## config.mk

```make
export PLATFORM = sky130hd
export DESIGN_NAME = muldiv_seq
export DESIGN_NICKNAME = d
export VERILOG_FILES = /design/src/rtl/muldiv_seq.sv
export SDC_FILE = /design/constraint.sdc
export NUM_CORES = 1
export LEC_CHECK = 0
export BUFFER_PORTS_ARGS = -buffer_cell sky130_fd_sc_hd__buf_2
export CAP_MARGIN = 20
export CORE_ASPECT_RATIO = 1.25
export CORE_MARGIN = 2
export CORE_UTILIZATION = 46
export CTS_BUF_LIST = sky130_fd_sc_hd__clkbuf_2
export CTS_CLUSTER_SIZE = 30
export DETAILED_ROUTE_END_ITERATION = 7
export PLACE_DENSITY = 0.75
export REMOVE_ABC_BUFFERS = 1
export SYNTH_ARGS = -nofsm -noshare
export SYNTH_HDL_FRONTEND = slang
export SYNTH_SLANG_ARGS = --single-unit
```

## constraint.sdc

```tcl
create_clock -name clk -period 4.6 [get_ports clk]
set_clock_uncertainty 0.2 [all_clocks]
set_input_delay 0 -clock clk [delete_from_list [all_inputs] [get_ports clk]]
set_output_delay 0 -clock clk [all_outputs]
set_load 0.01 [all_outputs]
```

## src/rtl/muldiv_seq.sv

```systemverilog
// Iterative signed multiply/divide sequencer feeding the HI/LO registers.
// Runs a 32-step shift-add or restoring-divide sequence on magnitudes, then sign-corrects.
module muldiv_seq #(
    parameter int STEPS = 32
) (
    input  logic        clk,
    input  logic        reset,
    input  logic        start,
    input  logic        op,
    input  logic [31:0] a,
    input  logic [31:0] b,
    output logic        busy,
    output logic        done,
    output logic        hi_lo_write,
    output logic        div_zero,
    output logic [31:0] hi_out,
    output logic [31:0] lo_out
);

    localparam int CW = $clog2(STEPS);
    localparam logic [CW-1:0] LAST = CW'(STEPS - 1);

    typedef enum logic [1:0] {
        IDLE,
        CALC,
        FIX,
        DONE
    } state_t;

    state_t        state;
    logic          op_r;
    logic          res_neg;
    logic          dvd_neg;
    logic [31:0]   mag_a;
    logic [31:0]   mag_b;
    logic [63:0]   acc;
    logic [CW-1:0] cnt;

    logic [31:0]   abs_a;
    logic [31:0]   abs_b;
    logic [32:0]   mul_sum;
    logic [32:0]   div_trial;
    logic [63:0]   acc_next;
    logic [63:0]   fixed;

    // 0x80000000 maps to itself, which is the correct magnitude when read unsigned
    assign abs_a = a[31] ? (~a + 32'd1) : a;
    assign abs_b = b[31] ? (~b + 32'd1) : b;

    always_comb begin
        mul_sum   = {1'b0, acc[63:32]} + {1'b0, mag_a};
        div_trial = acc[63:31] - {1'b0, mag_b};
        acc_next  = acc;
        fixed     = acc;
        if (!op_r) begin
            acc_next = acc[0] ? {mul_sum, acc[31:1]} : {1'b0, acc[63:1]};
            fixed    = res_neg ? (~acc + 64'd1) : acc;
        end else begin
            // acc holds {rem, quo}; trial subtraction uses the remainder after the left shift
            acc_next = div_trial[32] ? {acc[62:0], 1'b0}
                                     : {div_trial[31:0], acc[30:0], 1'b1};
            fixed    = {dvd_neg ? (~acc[63:32] + 32'd1) : acc[63:32],
                        res_neg ? (~acc[31:0] + 32'd1) : acc[31:0]};
        end
    end

    always_ff @(posedge clk) begin
        if (reset) begin
            state       <= IDLE;
            op_r        <= 1'b0;
            res_neg     <= 1'b0;
            dvd_neg     <= 1'b0;
            mag_a       <= '0;
            mag_b       <= '0;
            acc         <= '0;
            cnt         <= '0;
            busy        <= 1'b0;
            done        <= 1'b0;
            hi_lo_write <= 1'b0;
            div_zero    <= 1'b0;
            hi_out      <= '0;
            lo_out      <= '0;
        end else begin
            case (state)
                IDLE: begin
                    if (start) begin
                        busy <= 1'b1;
                        if (op && (b == 32'd0)) begin
                            done     <= 1'b1;
                            div_zero <= 1'b1;
                            state    <= DONE;
                        end else begin
                            op_r    <= op;
                            mag_a   <= abs_a;
                            mag_b   <= abs_b;
                            res_neg <= a[31] ^ b[31];
                            dvd_neg <= a[31];
                            // low half seeds the multiplier (MULT) or the dividend (DIV)
                            acc     <= op ? {32'd0, abs_a} : {32'd0, abs_b};
                            cnt     <= '0;
                            state   <= CALC;
                        end
                    end
                end
                CALC: begin
                    acc <= acc_next;
                    if (cnt == LAST) begin
                        state <= FIX;
                    end else begin
                        cnt <= cnt + 1'b1;
                    end
                end
                FIX: begin
                    hi_out      <= fixed[63:32];
                    lo_out      <= fixed[31:0];
                    done        <= 1'b1;
                    hi_lo_write <= 1'b1;
                    state       <= DONE;
                end
                DONE: begin
                    done        <= 1'b0;
                    hi_lo_write <= 1'b0;
                    div_zero    <= 1'b0;
                    busy        <= 1'b0;
                    state       <= IDLE;
                end
                default: state <= IDLE;
            endcase
        end
    end

endmodule
```

==> results of run 1 <==
[what timing repair did]
action / 4_1_cts / 5_1_grt
hold buffers: 242 / 0
hold endpoints to repair: 201 / 0
gates resized for setup: 0 / 4
setup endpoints to repair: 0 / 5
[sequential cells by signal, summed over array words and instances (netlist names)]
signal       flops
state            2
acc             64
cnt              5
div_zero         1
mag_a           32
hi_lo_write      1
dvd_neg          1
lo_out          32
op_r             1
res_neg          1
done             1
mag_b           32
busy             1
hi_out          32
[kinds of logic (layout without fill, tap and decap cells)]
logic type                 Yosys count  count (layout)  synth area share, %
adders and majority gates           76              76                 6.31
other                                0               4                    0
DFF                                206             206                 26.9
muxes                              107             107                 7.17
and+or+nand+nor                    604             605                 18.7
buffers and inverters              201             569                 5.05
AOI/OAI and AO/OA                  593             593                 26.1
xor gates and xnor gates           169             169                 9.67
[critical path, stage by stage]
cell,delay [ns]
dlygate4sd3_1,0.58
buf_2,0.16
nor4_1,0.71
nand4_1,0.53
or4_1,0.72
o21ai_0,0.37
xnor2_1,0.19
dlygate4sd3_1,0.59
nand2_1,0.06
dlygate4sd3_1,0.59
a21oi_1,0.14
dlygate4sd3_1,0.57
[metrics by stage]
stage	hold slack (ns)	cell area, µm²	power (µW)
after CTS	0.00768	19200	9580
after global placement	0.127	16300	7790
after floorplan	-0.131	14800	6390
final	0.0646	19300	9760
after detailed placement	0.139	16300	7880
after global routing	0.125	19300	10400
[layout make-up]
type                       count  area, µm²  share of cell area (%)
clock inverter                19        128                   0.662
tap                          418        523                    2.71
antenna                        4       10.0                  0.0520
sequential                   206       4130                    21.4
inverter                      66        248                    1.29
clock buffer                  75        375                    1.95
multi-input combinational   1550      10500                    54.4
timing repair buffer         409       3370                    17.5
[cell usage in the layout (no fill, tap or decap), types with 30 or more instances in the layout]
master           n
a211oi_1       142
dlygate4sd3_1  241
o21ai_0         96
nor3_1          51
ha_1            71
buf_4           30
inv_1           66
dfxtp_1        204
clkbuf_2        75
a21oi_1        137
nand2_1        139
buf_2          134
mux2i_1         86
nor2_1         230
xnor2_1         74
xor2_1          94
[report_power, final]
part	internal (µW)	switching (µW)	leakage [µW]
clock	554	828	0.000376
combinational	2280	3390	0.00601
sequential	2230	480	0.00169
total	5060	4700	0.00807
[metal layers]
| metal | part of all wire [%] | track usage, % | wire length (µm) | vias to the layer above |
|---|---|---|---|---|
| met4 | 5.7 | 17.6 | 3200 | 0 |
| li1 | - | - | - | 7860 |
| met5 | 0 | 0 | 0 | - |
| met3 | 8.3 | 5.93 | 4640 | 256 |
| met2 | 47 | 52.6 | 26400 | 916 |
| met1 | 39 | 36.8 | 22000 | 7890 |
[final timing paths]
kind / slack, ns / from / end
min reg2reg: 0.29 / hi_out[9] / hi_out[9]
max reg2reg: 0.65 / state[0] / mag_a[0]
min: 0.06 / a[27] / mag_a[28]
max: 0.05 / b[9] / mag_b[27]
==> results.md, run 1 <==
* Final ANT Viol Nets at 0
* Headroom to the max-slew limit at about 37%
* Num CTS Buffers at 55
* Final hold vios at 0
* CTS tree: yes
* DRT Pass-1 Iters at 7
* Setup slack after layout at slightly below 0.05 ns
* DIE AREA at between 30000 and 40000 µm²
* First-pass GRT wire length at between 80000 and 90000 µm
* CP Launch Type: primary input
* Number of synthesized flops with an enable pin at 0
* Warnings from Yosys at 0
* Routed vias at between 15000 and 20000
* Setup crit end kind: flip-flop
* Fillers at about 2800
* P_leak at just over 0.008 µW
* Share of flip-flops with an asynchronous set or reset at 0%
* Failing checks: design-rule violations
* All-Layer GR Usage at 31.1%
* Post-Synthesis Cell Area at 15300 µm²
* Via-to-Cell Ratio at 6.16
* Worst r2r path cells at 9
* Hold path cells at 5
* # setup viols final at 0
* Post-DP HPWL at between 30000 and 40000 µm
* Die height at 208 µm
* Setup TNS at 0 ns
* Vias in the first global route at approximately 17000
* CP required at 5.26 ns
* Gr ovfl total at 0
* Critical path arrival at 5.21 ns
* Max Clk Rate at 220 MHz
* Post-synth top area share at 26.9%
* Initial antenna violation count at 4
* Path type of the worst setup path: in2reg
* Status: finished with violations
* CP Max Fanout at 5
* RSZ-0062 raised after global routing: no
* Synth Instances at a little under 2000
* Area grow syn2layout at 25.8%
* Worst vdd ir at ~0.37 mV
* Chip width at between 150 and 200 µm
* Sequential area share after synthesis at about 27%
* CORE AREA at approximately 33000 µm²
* First-iteration detailed-routing DRC count at approximately 1400
* Cells after DPL at about 2400
* Final WL at between 50000 and 60000 µm
* Drt drc at 8
* Main synth FF type: dfxtp_1
* Routed wire per std cell at 20.5 µm
* Root Buffer: clkbuf_2
* Mean Syn Cell Area at approximately 8 µm²
* Clk_lat worst skew at a little over 0.9 ns
* # IOs at about 140
* Synth cell types at around 80
* Initial cell density of the core at between 40% and 50%
* Ratio of cells with drive above 1 in the final layout at 13.2%
* Max Cap Viol at 0
* Clock tree sinks at between 200 and 250
* Top post-synthesis cells by count: nor2_1, dfxtp_1, a211oi_1
* Period utilization at about 99%
* Post-CTS setup buffers at 0
* Area contributors post-synth: dfxtp_1, a211oi_1, ha_1
* Pwr Density at about 510 nW/µm²
* I/O Buffers at 135
* Clock buffer depth at 3
* Cell with the most instances after synthesis: nor2_1
* Final #Nets at about 2400
* # rows at between 70 and 80
* Clock Pin Slew Worst Setup and Hold Paths at 0.10 ns
* Fin cells at around 2700
* Post-synth top area cell: dfxtp_1
* Pre-CTS setup slack at 0.741 ns
* Largest net degree at the start of global routing at just over 80
* #FFs+latches synth at between 200 and 250
* H-tree depth at 2
* Min cycle time layout at 4.55 ns
* Routability congestion estimate at 0.980
* Slew Limit Fails at 0
* Worst min-delay path class: in2reg
* Tightest Pin Transition at around 0.94 ns
* Post-layout util at ~59%
Note: power is estimated with default switching activity, not from simulation.
==> run 2, diff against run 1 <==
ABC_AREA = 1   (was not set)
CORE_ASPECT_RATIO = 0.75   (was 1.25)
==> run 2 against run 1 <==
The flow now finishes without violations. Synthesized area increased by 24%. Sequential power fell by 16%. Synthesized cell count up 71%. Largest power group unchanged. Sequential share of layout area fell by 3.2 points. Die area grew 23%.
==> results.md, run 2 <==
* Synthesized-area fraction occupied by and/or/nand/nor cells at 38.1% (was 18.7%)
* Final #Nets at 3786 (was 2432)
* Largest net degree at the start of global routing at 72 (was 83)
* Post-synth top area cell: dfxtp_1 (unchanged)
* Chip width at 239 µm (was 167 µm)
* P_leak at 0.0114 µW (was 0.00807 µW)
* Launching point of the worst reg2reg path: acc[32] (was state[0])
* Clock tree sinks at 206 (unchanged)
* Slew Limit Fails at 0 (unchanged)
* Post-Synthesis Cell Area at 19000 µm² (was 15300 µm²)
* H-tree depth at 2 (unchanged)
* Initial cell density of the core at 46.6% (was 46.7%)
* Post-DP HPWL at 56600 µm (was 37100 µm)
* DIE AREA at 42900 µm² (was 34800 µm²)
* Num CTS Buffers at 52 (was 55)
* Headroom to the max-slew limit at 29.9% (was 36.7%)
* Final ANT Viol Nets at 0 (unchanged)
* First-pass GRT wire length at 121000 µm (was 88000 µm)
* Setup crit end kind: flip-flop (unchanged)
* Largest family of logic cells by synthesized area: simple AND/OR/NAND/NOR gates (was compound AO/OA/AOI/OAI gates)
* Warnings from Yosys at 0 (unchanged)
* Routed wire per std cell at 18.7 µm (was 20.5 µm)
* Via-to-Cell Ratio at 5.57 (was 6.16)
* Drt drc at 0 (was 8)
* Mux cell area share after synthesis at 0% (was 7.17%)
* Root Buffer: clkbuf_2 (unchanged)
* Initial antenna violation count at 7 (was 4)
* # IOs at 136 (unchanged)
* Largest register by flop count: acc (unchanged)
* Min-delay src: a[14] (was a[27])
* Number of synthesized flops with an enable pin at 0 (unchanged)
* Status: completed (was finished with violations)
* Routability congestion estimate at 1.05 (was 0.980)
* Finished Cell Area at 22700 µm² (was 19300 µm²)
* Final WL at 78800 µm (was 56200 µm)
* Period utilization at 95.8% (was 98.9%)
* Min cycle time layout at 4.41 ns (was 4.55 ns)
* Max Clk Rate at 227 MHz (was 220 MHz)
* # rows at 64 (was 74)
* Compound-Gate Fraction of Synth Area at 17.7% (was 26.1%)
* Clock Pin Slew Worst Setup and Hold Paths at 0.11 ns (was 0.10 ns)
* All-Layer GR Usage at 36.0% (was 31.1%)
* Share of flip-flops with an asynchronous set or reset at 0% (unchanged)
* Crit. Startpoint: b[16] (was b[9])
* Mean Syn Cell Area at 5.69 µm² (was 7.83 µm²)
* Synth Area in XOR/XNOR at 4.38% (was 9.67%)
* Worst min-delay path class: in2reg (unchanged)
* Cell with the most instances after synthesis: nand2_1 (was nor2_1)
* Commonest non-fill, non-tap cell in the layout: nand2_1 (was dlygate4sd3_1)
* Clk_lat worst skew at 0.98 ns (was 0.93 ns)
* Area contributors post-synth: dfxtp_1, nand2_1, inv_1 (was dfxtp_1, a211oi_1, ha_1)
* Adder-cell share of the synthesized area at 5.09% (was 6.31%)
* Max Cap Viol at 0 (unchanged)
* Gr ovfl total at 0 (unchanged)
* CP Max Fanout at 44 (was 5)
* Area grow syn2layout at 19.4% (was 25.8%)
* Post-synth top area share at 21.7% (was 26.9%)
* Final hold vios at 0 (unchanged)
* Routed vias at 23474 (was 16922)
* Setup slack after layout at 0.192 ns (was 0.0497 ns)
* Top post-synthesis cells by count: nand2_1, inv_1, nor2_1 (was nor2_1, dfxtp_1, a211oi_1)
* I/O Buffers at 135 (unchanged)
* Placed Area at 20000 µm² (was 16300 µm²)
* CORE AREA at 40800 µm² (was 32800 µm²)
* Vias in the first global route at 21228 (was 16520)
* Synth cell types at 50 (was 78)
* Tightest Pin Transition at 1.05 ns (was 0.937 ns)
* Die height at 180 µm (was 208 µm)
* Clock buffer depth at 3 (unchanged)
* CTS tree: yes (unchanged)
* Critical path arrival at 5.08 ns (was 5.21 ns)
* RSZ-0062 raised after global routing: no (unchanged)
* #FFs+latches synth at 206 (unchanged)
* Pre-CTS setup slack at 1.33 ns (was 0.741 ns)
* Synth Instances at 3338 (was 1956)
* Main synth FF type: dfxtp_1 (unchanged)
* Worst vdd ir at 0.272 mV (was 0.369 mV)
* First-iteration detailed-routing DRC count at 3548 (was 1426)
* Pwr Density at 359 nW/µm² (was 507 nW/µm²)
* Path type of the worst setup path: in2reg (unchanged)
* Most frequent cells in the layout: nand2_1, inv_1, nor2_1, a21oi_1, nand3_1 (was dlygate4sd3_1, nor2_1, dfxtp_1, a211oi_1, nand2_1)
* CP Launch Type: primary input (unchanged)
* Ratio of cells with drive above 1 in the final layout at 9.64% (was 13.2%)
* # setup viols final at 0 (unchanged)
* Sequential area share after synthesis at 21.7% (was 26.9%)
* CP required at 5.28 ns (was 5.26 ns)
* Largest register FFs at 64 (unchanged)
* DRT Pass-1 Iters at 6 (was 7)
==> run 2: changes by cell type in the layout (fill, tap and decap cells not counted), moves of 115 or more <==
cell and delta:
a211oi_1 -139, a21oi_1 +115, nor2_1 +130, nand3_1 +193
inv_1 +410, nand2_1 +847
==> run 2: through the flow <==
| stage | TNS (ns) | total power, µW | util [%] | std cells | hold WS (ns) |
|---|---|---|---|---|---|
| after global placement | 0 | 6300 | 49.0 | 3901 | 0.120 |
| after global routing | 0 | 8680 | 55.6 | 4214 | 0.0317 |
| after CTS | 0 | 7890 | 55.5 | 4208 | 0.00933 |
| final | 0 | 8150 | 55.6 | 4214 | 0.0437 |
| after floorplan | -5.45 | 5050 | - | 3203 | -0.138 |
| after detailed placement | 0 | 6300 | 49.0 | 3901 | 0.128 |
==> run 2: power by group <==
part | total [µW] | leakage (µW) | switching [µW] | internal [µW]
logic | 4440 | 0.00937 | 3030 | 1410
registers | 2270 | 0.00169 | 254 | 2010
clock network | 1440 | 0.000365 | 894 | 545
total | 8150 | 0.0114 | 4180 | 3970
==> run 2: path summary, 6_finish.rpt <==
| check | to | slack [ns] | depth (start not counted) |
|---|---|---|---|
| hold reg to reg | mag_a[13] | 0.27 | 2 |
| hold / removal | mag_a[14] | 0.04 | 6 |
| setup / recovery | acc[0] | 0.19 | 17 |
| setup reg to reg | acc[0] | 0.91 | 15 |
==> run 2: kinds of logic (layout without fill, tap and decap cells) <==
logic type                 count (synthesis)  after routing
other                                      0              4
adders and majority gates                 76             76
xor gates and xnor gates                  95             95
and+or+nand+nor                         1732           1732
DFF                                      206            206
AOI/OAI and AO/OA                        601            601
buffers and inverters                    628            972
==> run 2: layout make-up <==
cell class,count,area [µm²]
clock buffers,72,360
well taps,528,661
flip-flops and latches,206,4130
clock inverters,22,151
repair buffers,385,3110
diodes,4,10.0
multi-input cells,2504,12400
inverters,493,1860
fillers,4093,18100
==> run 2: critical path, stage by stage <==
cell	delay [ns]
dlygate4sd3_1	0.55
buf_2	0.14
dlygate4sd3_1	0.57
inv_1	0.13
nand3_1	0.12
dlygate4sd3_1	0.60
nor2_1	0.10
dlygate4sd3_1	0.54
nand2_1	0.06
nor2_2	0.13
nand2_1	0.12
nand3_2	0.13
dlygate4sd3_1	0.64
o21ai_4	0.30
o21ai_0	0.26
a31oi_1	0.06
dlygate4sd3_1	0.61
==> run 2: per-layer routing <==
metal | track usage (%) | up-vias | wire length [µm]
met5 | 0 | - | 13
met2 | 50.8 | 1476 | 30800
met4 | 12.6 | 2 | 3200
met1 | 51.9 | 10493 | 33200
met3 | 9.94 | 203 | 11600
li1 | - | 11300 | -
==> run 2: timing repair <==
item                                    CTS  global route
buffers inserted                          0             0
gates resized for setup                   0             1
endpoints found under the setup margin    0             2
hold endpoints to repair                175             0
hold buffers                            213             0
